### config.mk
export PLATFORM = sky130hd
export DESIGN_NAME = mem_stage
export DESIGN_NICKNAME = d
export VERILOG_FILES = /design/src/rtl/riscv_pkg.sv /design/src/rtl/lsu_align.sv /design/src/rtl/mem_stage.sv
export SDC_FILE = /design/constraint.sdc
export NUM_CORES = 1
export LEC_CHECK = 0
export ABC_CLOCK_PERIOD_IN_PS = 1900
export CAP_MARGIN = 25
export CORE_MARGIN = 3
export CORE_UTILIZATION = 35
export DETAILED_ROUTE_END_ITERATION = 7
export MAX_ROUTING_LAYER = met4
export PLACE_DENSITY = 0.78
export SYNTH_ARGS = -nofsm -noshare
export SYNTH_HDL_FRONTEND = slang
export SYNTH_SLANG_ARGS = --single-unit
### constraint.sdc
create_clock -name clk -period 1.9 [get_ports clk]
set_input_delay 0.285 -clock clk [delete_from_list [all_inputs] [get_ports clk]]
set_output_delay 0.285 -clock clk [all_outputs]
set_load 0.005 [all_outputs]
### src/rtl/riscv_pkg.sv
// Shared RV32I definitions: load/store funct3 codes, access sizes and mem-stage state encoding.
// Latency: none (package only).
// Backpressure: not applicable.
package riscv_pkg;

    // Load/store funct3 encodings
    localparam logic [2:0] F3_B  = 3'b000;
    localparam logic [2:0] F3_H  = 3'b001;
    localparam logic [2:0] F3_W  = 3'b010;
    localparam logic [2:0] F3_BU = 3'b100;
    localparam logic [2:0] F3_HU = 3'b101;

    // Memory-stage handshake state
    typedef enum logic {
        MS_IDLE = 1'b0,
        MS_WAIT = 1'b1
    } ms_state_t;

    // Access width derived from funct3
    typedef enum logic [1:0] {
        SZ_B = 2'd0,
        SZ_H = 2'd1,
        SZ_W = 2'd2
    } acc_size_t;

    // Undefined encodings (011, 110, 111) fall back to a full word
    function automatic acc_size_t f3_size(input logic [2:0] f3);
        acc_size_t sz;
        sz = SZ_W;
        case (f3)
            F3_B, F3_BU: sz = SZ_B;
            F3_H, F3_HU: sz = SZ_H;
            default:     sz = SZ_W;
        endcase
        return sz;
    endfunction

endpackage

### src/rtl/lsu_align.sv
// Byte-lane steering: store byte enables/replicated data, load extraction/extension, misalign detect.
// Latency: purely combinational.
// Backpressure: none; outputs follow inputs.
module lsu_align
    import riscv_pkg::*;
(
    input  logic [2:0]  funct3,
    input  logic [31:0] addr,
    input  logic [31:0] store_data,
    input  logic [31:0] rdata,
    output logic [3:0]  be,
    output logic [31:0] wdata,
    output logic [31:0] load_data,
    output logic        misaligned
);

    acc_size_t   size;
    logic        is_unsigned;
    logic [7:0]  byte_sel;
    logic [15:0] half_sel;

    assign size        = f3_size(funct3);
    assign is_unsigned = funct3[2];

    // Store side: lane enables, replicated data and alignment check by access size
    always_comb begin
        be         = 4'b1111;
        wdata      = store_data;
        misaligned = 1'b0;
        case (size)
            SZ_B: begin
                be    = 4'b0001 << addr[1:0];
                wdata = {4{store_data[7:0]}};
            end
            SZ_H: begin
                be         = addr[1] ? 4'b1100 : 4'b0011;
                wdata      = {2{store_data[15:0]}};
                misaligned = addr[0];
            end
            default: begin
                be         = 4'b1111;
                wdata      = store_data;
                misaligned = |addr[1:0];
            end
        endcase
    end

    // Load side: pick the addressed byte/half out of the read word
    always_comb begin
        byte_sel = rdata[7:0];
        case (addr[1:0])
            2'd0:    byte_sel = rdata[7:0];
            2'd1:    byte_sel = rdata[15:8];
            2'd2:    byte_sel = rdata[23:16];
            default: byte_sel = rdata[31:24];
        endcase
        half_sel = addr[1] ? rdata[31:16] : rdata[15:0];
    end

    // Load side: sign or zero extension; word loads pass straight through
    always_comb begin
        load_data = rdata;
        case (size)
            SZ_B:    load_data = is_unsigned ? {24'b0, byte_sel} : {{24{byte_sel[7]}}, byte_sel};
            SZ_H:    load_data = is_unsigned ? {16'b0, half_sel} : {{16{half_sel[15]}}, half_sel};
            default: load_data = rdata;
        endcase
    end

endmodule

### src/rtl/mem_stage.sv
// RV32I memory stage: runs the data-memory req/ready transaction and registers the MEM/WB outputs.
// Latency: MEM/WB updates 1 cycle after completion (zero-wait access completes in its own cycle).
// Backpressure: stall_o holds upstream while the bus is not ready; accesses abort after MAX_WAIT.
module mem_stage
    import riscv_pkg::*;
#(
    parameter int unsigned MAX_WAIT = 16
)
(
    input  logic        clk,
    input  logic        rst_,
    input  logic        mem_valid,
    input  logic [31:0] mem_alu_result,
    input  logic [31:0] mem_data,
    input  logic [4:0]  mem_rd_addr,
    input  logic        mem_reg_write,
    input  logic        mem_mem_read,
    input  logic        mem_mem_write,
    input  logic        mem_mem_to_reg,
    input  logic [2:0]  mem_funct3,
    output logic        dmem_req,
    output logic        dmem_we,
    output logic [31:0] dmem_addr,
    output logic [31:0] dmem_wdata,
    output logic [3:0]  dmem_be,
    input  logic        dmem_ready,
    input  logic [31:0] dmem_rdata,
    output logic        stall_o,
    output logic        wb_valid,
    output logic [31:0] wb_result,
    output logic [4:0]  wb_rd_addr,
    output logic        wb_reg_write,
    output logic        misaligned_o,
    output logic        bus_err_o
);

    // Counter value on the last WAIT cycle before the access is abandoned
    localparam logic [7:0] LAST_CNT = 8'(MAX_WAIT - 1);

    ms_state_t   state;
    logic [7:0]  wait_cnt;

    logic        acc;
    logic        misaligned;
    logic        aligned_acc;
    logic        timeout;
    logic        req_int;
    logic [3:0]  st_be;
    logic [31:0] st_wdata;
    logic [31:0] ld_data;

    lsu_align u_lsu_align (
        .funct3     (mem_funct3),
        .addr       (mem_alu_result),
        .store_data (mem_data),
        .rdata      (dmem_rdata),
        .be         (st_be),
        .wdata      (st_wdata),
        .load_data  (ld_data),
        .misaligned (misaligned)
    );

    assign acc         = mem_valid & (mem_mem_read | mem_mem_write);
    assign aligned_acc = acc & ~misaligned;
    // Ready wins over timeout when both land on the final WAIT cycle
    assign timeout     = (state == MS_WAIT) & (wait_cnt == LAST_CNT) & ~dmem_ready;

    // rst_ gates the combinational outputs so a reset mid-WAIT drops the request at once
    assign req_int    = rst_ & (((state == MS_IDLE) & aligned_acc) | (state == MS_WAIT));
    assign dmem_req   = req_int;
    assign dmem_we    = req_int & mem_mem_write;
    assign dmem_addr  = req_int ? {mem_alu_result[31:2], 2'b00} : 32'h0;
    assign dmem_be    = req_int ? (mem_mem_write ? st_be : 4'b1111) : 4'b0000;
    assign dmem_wdata = (req_int & mem_mem_write) ? st_wdata : 32'h0;

    // The timeout cycle itself releases the pipeline so the error can retire
    assign stall_o = rst_ & ((((state == MS_IDLE) & aligned_acc) | ((state == MS_WAIT) & ~timeout))
                             & ~dmem_ready);

    // Handshake FSM: park in WAIT until ready arrives or the wait budget runs out
    always_ff @(posedge clk or negedge rst_) begin
        if (!rst_) begin
            state    <= MS_IDLE;
            wait_cnt <= 8'd0;
        end else begin
            case (state)
                MS_IDLE: begin
                    if (aligned_acc && !dmem_ready) begin
                        state    <= MS_WAIT;
                        wait_cnt <= 8'd0;
                    end
                end
                MS_WAIT: begin
                    if (dmem_ready || timeout) begin
                        state <= MS_IDLE;
                    end else begin
                        wait_cnt <= wait_cnt + 8'd1;
                    end
                end
                default: begin
                    state    <= MS_IDLE;
                    wait_cnt <= 8'd0;
                end
            endcase
        end
    end

    // MEM/WB register: bubble while stalled, otherwise capture the retiring instruction
    always_ff @(posedge clk or negedge rst_) begin
        if (!rst_) begin
            wb_valid     <= 1'b0;
            wb_result    <= 32'h0;
            wb_rd_addr   <= 5'd0;
            wb_reg_write <= 1'b0;
            misaligned_o <= 1'b0;
            bus_err_o    <= 1'b0;
        end else if (stall_o) begin
            wb_valid     <= 1'b0;
            wb_reg_write <= 1'b0;
            misaligned_o <= 1'b0;
            bus_err_o    <= 1'b0;
        end else begin
            wb_valid     <= mem_valid;
            wb_result    <= mem_mem_to_reg ? ld_data : mem_alu_result;
            wb_rd_addr   <= mem_rd_addr;
            wb_reg_write <= mem_valid & mem_reg_write & ~(acc & misaligned) & ~timeout;
            misaligned_o <= acc & misaligned;
            bus_err_o    <= timeout;
        end
    end

endmodule

== Yosys cells after proc, flatten, opt, wreduce, memory -nomap -nowiden ==
Cells that the tools add are included.

* Mux-type cells: 25
* Reductions and logical operators: 10
* Bitwise logic cells: 22
* $add $sub $neg: 1
* Equal/unequal tests: 9
* Shift operators: 1

{| class="wikitable"
|+ Operators with widths
! operator !! count
|-
| two-way mux 32 bit || 5
|-
| one-hot mux 32 bit (2 select lines) || 2
|-
| one-hot mux 8 bit (3 select lines) || 1
|-
| two-way mux 16 bit || 1
|-
| two-way mux 8 bit || 2
|-
| one-hot mux 8 bit (2 select lines) || 1
|-
| AND 1 bit || 14
|-
| two-way mux 4 bit || 3
|-
| adder 8 x 1 -> 8 bit (second input constant) || 1
|-
| equality test 8 x 4 -> 1 bit (second input constant) || 1
|-
| one-hot mux 4 bit (2 select lines) || 1
|-
| equality test 3 bit (second input constant) || 2
|-
| two-way mux 1 bit || 6
|-
| OR reduction 2 bit || 3
|-
| NOT 1 bit || 5
|-
| equality test 2 x 1 -> 1 bit (second input constant) || 2
|-
| logical NOT 2 bit || 2
|-
| one-hot mux 1 bit (2 select lines) || 2
|-
| one-hot mux 2 bit (2 select lines) || 1
|-
| << shifter 1 x 2 -> 4 bit (first input constant) || 1
|-
| equality test 3 x 1 -> 1 bit (second input constant) || 1
|-
| logical NOT 3 bit || 1
|-
| bitwise OR 1 bit || 3
|-
| equality test 2 bit (second input constant) || 1
|-
| other kinds (6) || 6
|}

* Input port bits: 112
* Output and inout bits: 112
* Register bits after elaboration: 50

== Depth between registers and ports, before layout ==
Gate-level depths: netlist of run 1.

* Depth in word-level cells: 12
* Mapped depth: 7
* Mapped depth without buffers: 6

== Hierarchy ==
A second synthesis of run 1 with hierarchy kept.

* Cell total of the unflattened synthesis: 459
* Area total of the unflattened synthesis: 4310.4 um2

{| class="wikitable"
|+ By module, submodules not included
! module !! cells an instance !! instances !! sequential area each (um2) !! area each (um2)
|-
| mem_stage || 269 || 1 || 1251.2 || 2957.8
|-
| lsu_align || 190 || 1 || 0.0 || 1352.5
|}

== Worst setup path before layout of run 1 ==
No wires, ideal clock.

* Kind: input port to flip-flop
* From: input mem_alu_result[1]
* To: register wb_result[29]
* Setup time: 130 ps
* Data arrival time: 1844 ps
* Data required time: 1770 ps
* Path buffers: 3
* Setup slack: -73 ps
* Cell stages on the path: 7
* Cells stage by stage: clkbuf_1 > mux4_2 > or2_2 > clkbuf_1 > buf_2 > a21oi_1 > a21oi_1

* Word-level cells in the longest chain between the ends: 8
* Elaborated cells on any way between the ends: 17
* Those cells by class: 2 x eq/ne; 7 x mux; 6 x bitwise; 2 x reduce/logical

{| class="wikitable"
|+ RTL lines
! element !! RTL line !! text
|-
| start: declaration || mem_stage.sv:13 || <nowiki>input logic [31:0] mem_alu_result,</nowiki>
|-
| OR reduction 2 bit || lsu_align.sv:43 || <nowiki>misaligned = |addr[1:0];</nowiki>
|-
| one-hot mux 1 bit (2 select lines) || lsu_align.sv:30 || <nowiki>case (size)</nowiki>
|-
| NOT 1 bit || mem_stage.sv:64 || <nowiki>assign aligned_acc = acc & ~misaligned;</nowiki>
|-
| AND 1 bit || mem_stage.sv:64 ||
|-
| AND 1 bit || mem_stage.sv:77 || <nowiki>assign stall_o = rst_ & ((((state == MS_IDLE) & aligned_acc) | ((state == MS_WAIT) & ~timeout))</nowiki>
|-
| bitwise OR 1 bit || mem_stage.sv:77 ||
|-
| AND 1 bit || mem_stage.sv:78 || <nowiki>& ~dmem_ready);</nowiki>
|-
| AND 1 bit || mem_stage.sv:77 ||
|-
| end signal: assignment || mem_stage.sv:124 || <nowiki>wb_result <= mem_mem_to_reg ? ld_data : mem_alu_result;</nowiki>
|-
| end: declaration || mem_stage.sv:30 || <nowiki>output logic [31:0] wb_result,</nowiki>
|}

Several ways; a longest one is shown, not always the timed one.
A chain may end at the register's enable or synchronous reset.

== Final worst setup path of run 1 ==
* From: register wait_cnt[7]
* To: output stall_o

* Word-level cells in the longest chain between the ends: 8

{| class="wikitable"
|+ RTL lines
! element !! RTL line !! text
|-
| start: declaration || mem_stage.sv:41 || <nowiki>logic [7:0] wait_cnt;</nowiki>
|-
| start signal: assignment || mem_stage.sv:97 || <nowiki>wait_cnt <= wait_cnt + 8'd1;</nowiki>
|-
| equality test 8 x 4 -> 1 bit || mem_stage.sv:66 || <nowiki>assign timeout = (state == MS_WAIT) & (wait_cnt == LAST_CNT) & ~dmem_ready;</nowiki>
|-
| AND 1 bit (2 in a row) || mem_stage.sv:66 ||
|-
| NOT 1 bit || mem_stage.sv:77 ||
|-
| AND 1 bit || mem_stage.sv:77 ||
|-
| bitwise OR 1 bit || mem_stage.sv:77 ||
|-
| AND 1 bit || mem_stage.sv:78 ||
|-
| AND 1 bit || mem_stage.sv:77 ||
|-
| end: declaration || mem_stage.sv:28 || <nowiki>output logic stall_o,</nowiki>
|}

No other way between the ends.

==> metrics.csv, run 1 <==
stage;metric;value;unit
drt;met3_length;1340;µm
finish;stdcell_count;933;
timing;worst_clock_skew;0.00650;ns
drt;drt-vias-per-instance;5.61;
finish;final_area;7190;µm²
synthesis;netlist_top_cells_count;a21oi_1 (74), nor2_1 (60), dfrtp_1 (50), nand2_1 (48);
synthesis;netlist_area;3920;µm²
timing;fmax;0.468;GHz
finish;fin_nets;905;
timing;period_needed;2.14;ns
die;start_util;0.360;
place;dp_hpwl;13300;µm
worst_setup_path;cp-start-kind;flip-flop;
cts;cts_tree;built;
cts;h-tree-depth;2;
cts;cts_buffers;5;
synthesis;ys.flop_type;dfrtp_1;
die;num_rows;38;
synthesis;synth_area_leaders;dfrtp_1 (32%), a21oi_1 (9.4%), mux2i_1 (6.6%), nor2_1 (5.7%), and3_1 (4.9%);
place;dp.cells;888;
drt;wl;18100;µm
place;io_buffers;221;
worst_setup_path;r2r-end;wb_result[10];
synthesis;synth.distinct_cells;51;
die;io_pins;224;
drt;drt-met1-wl;7260;µm
flow_run;cap_violations;0;
worst_setup_path;crit_arrival;1.85;ns
worst_hold_path;hp-class;input port to async pin;
cts;root_buffer;clkbuf_8;
worst_setup_path;cpPeakStageDelay;0.54;ns
worst_setup_path;ff2ff_path_depth;5;
finish;insertedDiodeCount;0;
synthesis;synth-seq-area-share;0.319;
drt;drtIter0Drc;466;
power;ir_drop;0.443;mV
finish;drive_gt1_frac;0.311;
drt;wl_per_cell;19.4;µm
drt;drtPass1Iterations;5;
worst_setup_path;worstPathMaxFanout;2;
timing;fin_crit_sh;1.13;
global_routing;antenna_found_initial;0;
synthesis;yosys_warnings;0;
worst_setup_path;rrSetupSlack;-0.18;ns
timing;rsz0062_at_grt;true;
power;powerDensity;478;nW/µm²
place;place_area;6620;µm²
synthesis;avgSynthCellArea;7.72;µm²
place;finalWeightedCongestion;0.981;
worst_setup_path;worstPathCellList;or4b_4 > o31a_1 > nand3_2 > inv_2 > buf_6;
drt;ant_nets;0;
cts;cts_sinks;50;
cts;clk_pin_slew;0.11;ns
synthesis;postSynthCellCount;508;
synthesis;synth.top_cell.area_share;0.319;
worst_setup_path;r2r_start;wait_cnt[7];
timing;setup_viol;48;
global_routing;grt_pass1_vias;5125;
global_routing;grt_max_degree;33;
power;p_leak;3.30;nW
run_status;violations;setup timing;
worst_setup_path;worstPathRequired;1.62;ns
global_routing;globalRouteOverflowTotal;0;
drt;met2_length;8990;µm
synthesis;synth_top_area_cell;dfrtp_1;
worst_setup_path;path_class;flip-flop to output port;
place;pre_cts_ws;-0.745;ns
timing;fin_ws;-0.239;ns
synthesis;synth.most_common_cell;a21oi_1;
cts;clock_path_buffers;2;
die;die_h;112;µm
synthesis;ys_seq_elements;50;
die;dieArea;12500;µm²
die;die_w;112;µm
drt;top_layer;met4;
drt;vias;5235;
global_routing;grt_use_total;0.278;
finish;area_growth;83.5;%
cts;clk-insertion-delay-late;0.32;ns
timing;holdWs;0.0181;ns
die;core;10900;µm²
synthesis;ys_async_sr_fraction;1.00;
worst_setup_path;critPathCaptureType;output port;
synthesis;synth-edff-count;0;
drt;drc;0;
timing;final_max_slew_viol_count;0;
timing;hold_violations;0;
global_routing;grt_pass1_wl;27300;µm
run_status;outcome;finished with violations;
worst_setup_path;cp_slowest_cell;or4b_4;
[flip-flops by register name, summed over array words and instances (netlist names)]
signal,cells
bus_err_o,1
misaligned_o,1
state,1
wait_cnt,8
wb_rd_addr,5
wb_reg_write,1
wb_result,32
wb_valid,1
[power by group]
group	total, mW	internal (mW)	leakage (nW)	switching [mW]
Sequential	1.24	1.18	0.601	0.0681
Clock	0.685	0.265	0.0408	0.420
Combinational	1.51	0.841	2.66	0.671
Total	3.44	2.28	3.30	1.16
[cell usage in the layout (no fill, tap or decap), drive strengths merged, types with 10 or more instances in the layout]
cell type      netlist  layout
a21oi               74      74
and2                10      10
and3                31      31
buf                 18     154
clkbuf              31      16
clkdlybuf4s50        0     143
dfrtp               50      50
inv                 18      18
mux2                13      13
mux2i               26      26
nand2               48      48
nor2                60      60
nor2b               10      10
nor4                17      17
o21ai               16      16
o31ai               12      12
[worst max-delay path, delay by kind of cell, from the launching register on]
kind,cells,cell delay [ns]
DFF,1,0.40
and+or+nand+nor,2,0.67
AOI/OAI and AO/OA,1,0.31
buffers and inverters,2,0.16
[cell families (layout without fill, tap and decap cells)]
kind of cell | count (synthesis) | count (layout) | synth area share
buffers and inverters | 68 | 352 | 0.0750
muxes | 40 | 40 | 0.111
other | 1 | 2 | 0.000957
and+or+nand+nor | 213 | 213 | 0.279
AOI/OAI and AO/OA | 135 | 135 | 0.211
DFF | 50 | 50 | 0.319
adders and majority gates | 1 | 1 | 0.00319
[repair_timing]
action / 4_1_cts / 5_1_grt
buffers inserted: 20 / 15
cloned: 2 / 4
resized for setup: 321 / 53
hold endpoints to repair: 13 / 0
pin swaps: 27 / 11
hold buffers: 3 / 0
endpoints found under the setup margin: 111 / 92
[worst max path at each step]
stage / startpoint / end / depth (start not counted)
after floorplan: wait_cnt[5] / wb_rd_addr[3] / 6
after global placement: mem_funct3[0] / dmem_wdata[7] / 8
after detailed placement: mem_funct3[0] / dmem_wdata[2] / 8
after CTS: wait_cnt[4] / stall_o / 5
after global routing: wait_cnt[7] / stall_o / 5
final: wait_cnt[7] / stall_o / 5
[routing by layer]
layer	track usage	vias up
li1	-	2400
met3	0.0467	53
met5	-	-
met4	0.0803	0
met2	0.460	283
met1	0.351	2499
[through the flow]
step,TNS (ns),util,power [mW]
floorplan,0,-,1.76
global placement,-49.66,0.608,2.56
detailed placement,-53.59,0.608,2.60
CTS,-4.93,0.636,3.34
global route,-7.47,0.661,3.58
finish,-4.73,0.661,3.44
[area by class of cell]
type	instances	area, µm²
sequential	50	1250
timing repair inverter	1	7.51
clock buffer	5	68.8
tap	140	175
clock inverter	3	23.8
fill	887	3690
inverter	19	75.1
timing repair buffer	324	2970
multi-input combinational	391	2630
No activity file was read; power rests on OpenSTA's default activity.
==> inputs of run 2 (changes only) <==
--- a/config.mk
+++ b/config.mk
@@ -9,6 +9,7 @@
 export CAP_MARGIN = 25
 export CORE_MARGIN = 3
 export CORE_UTILIZATION = 35
+export CTS_CLUSTER_SIZE = 20
 export DETAILED_ROUTE_END_ITERATION = 7
 export MAX_ROUTING_LAYER = met4
 export PLACE_DENSITY = 0.78
==> results of run 2 <==
No change in the layout: final DEF, timing and power equal those of run 1.
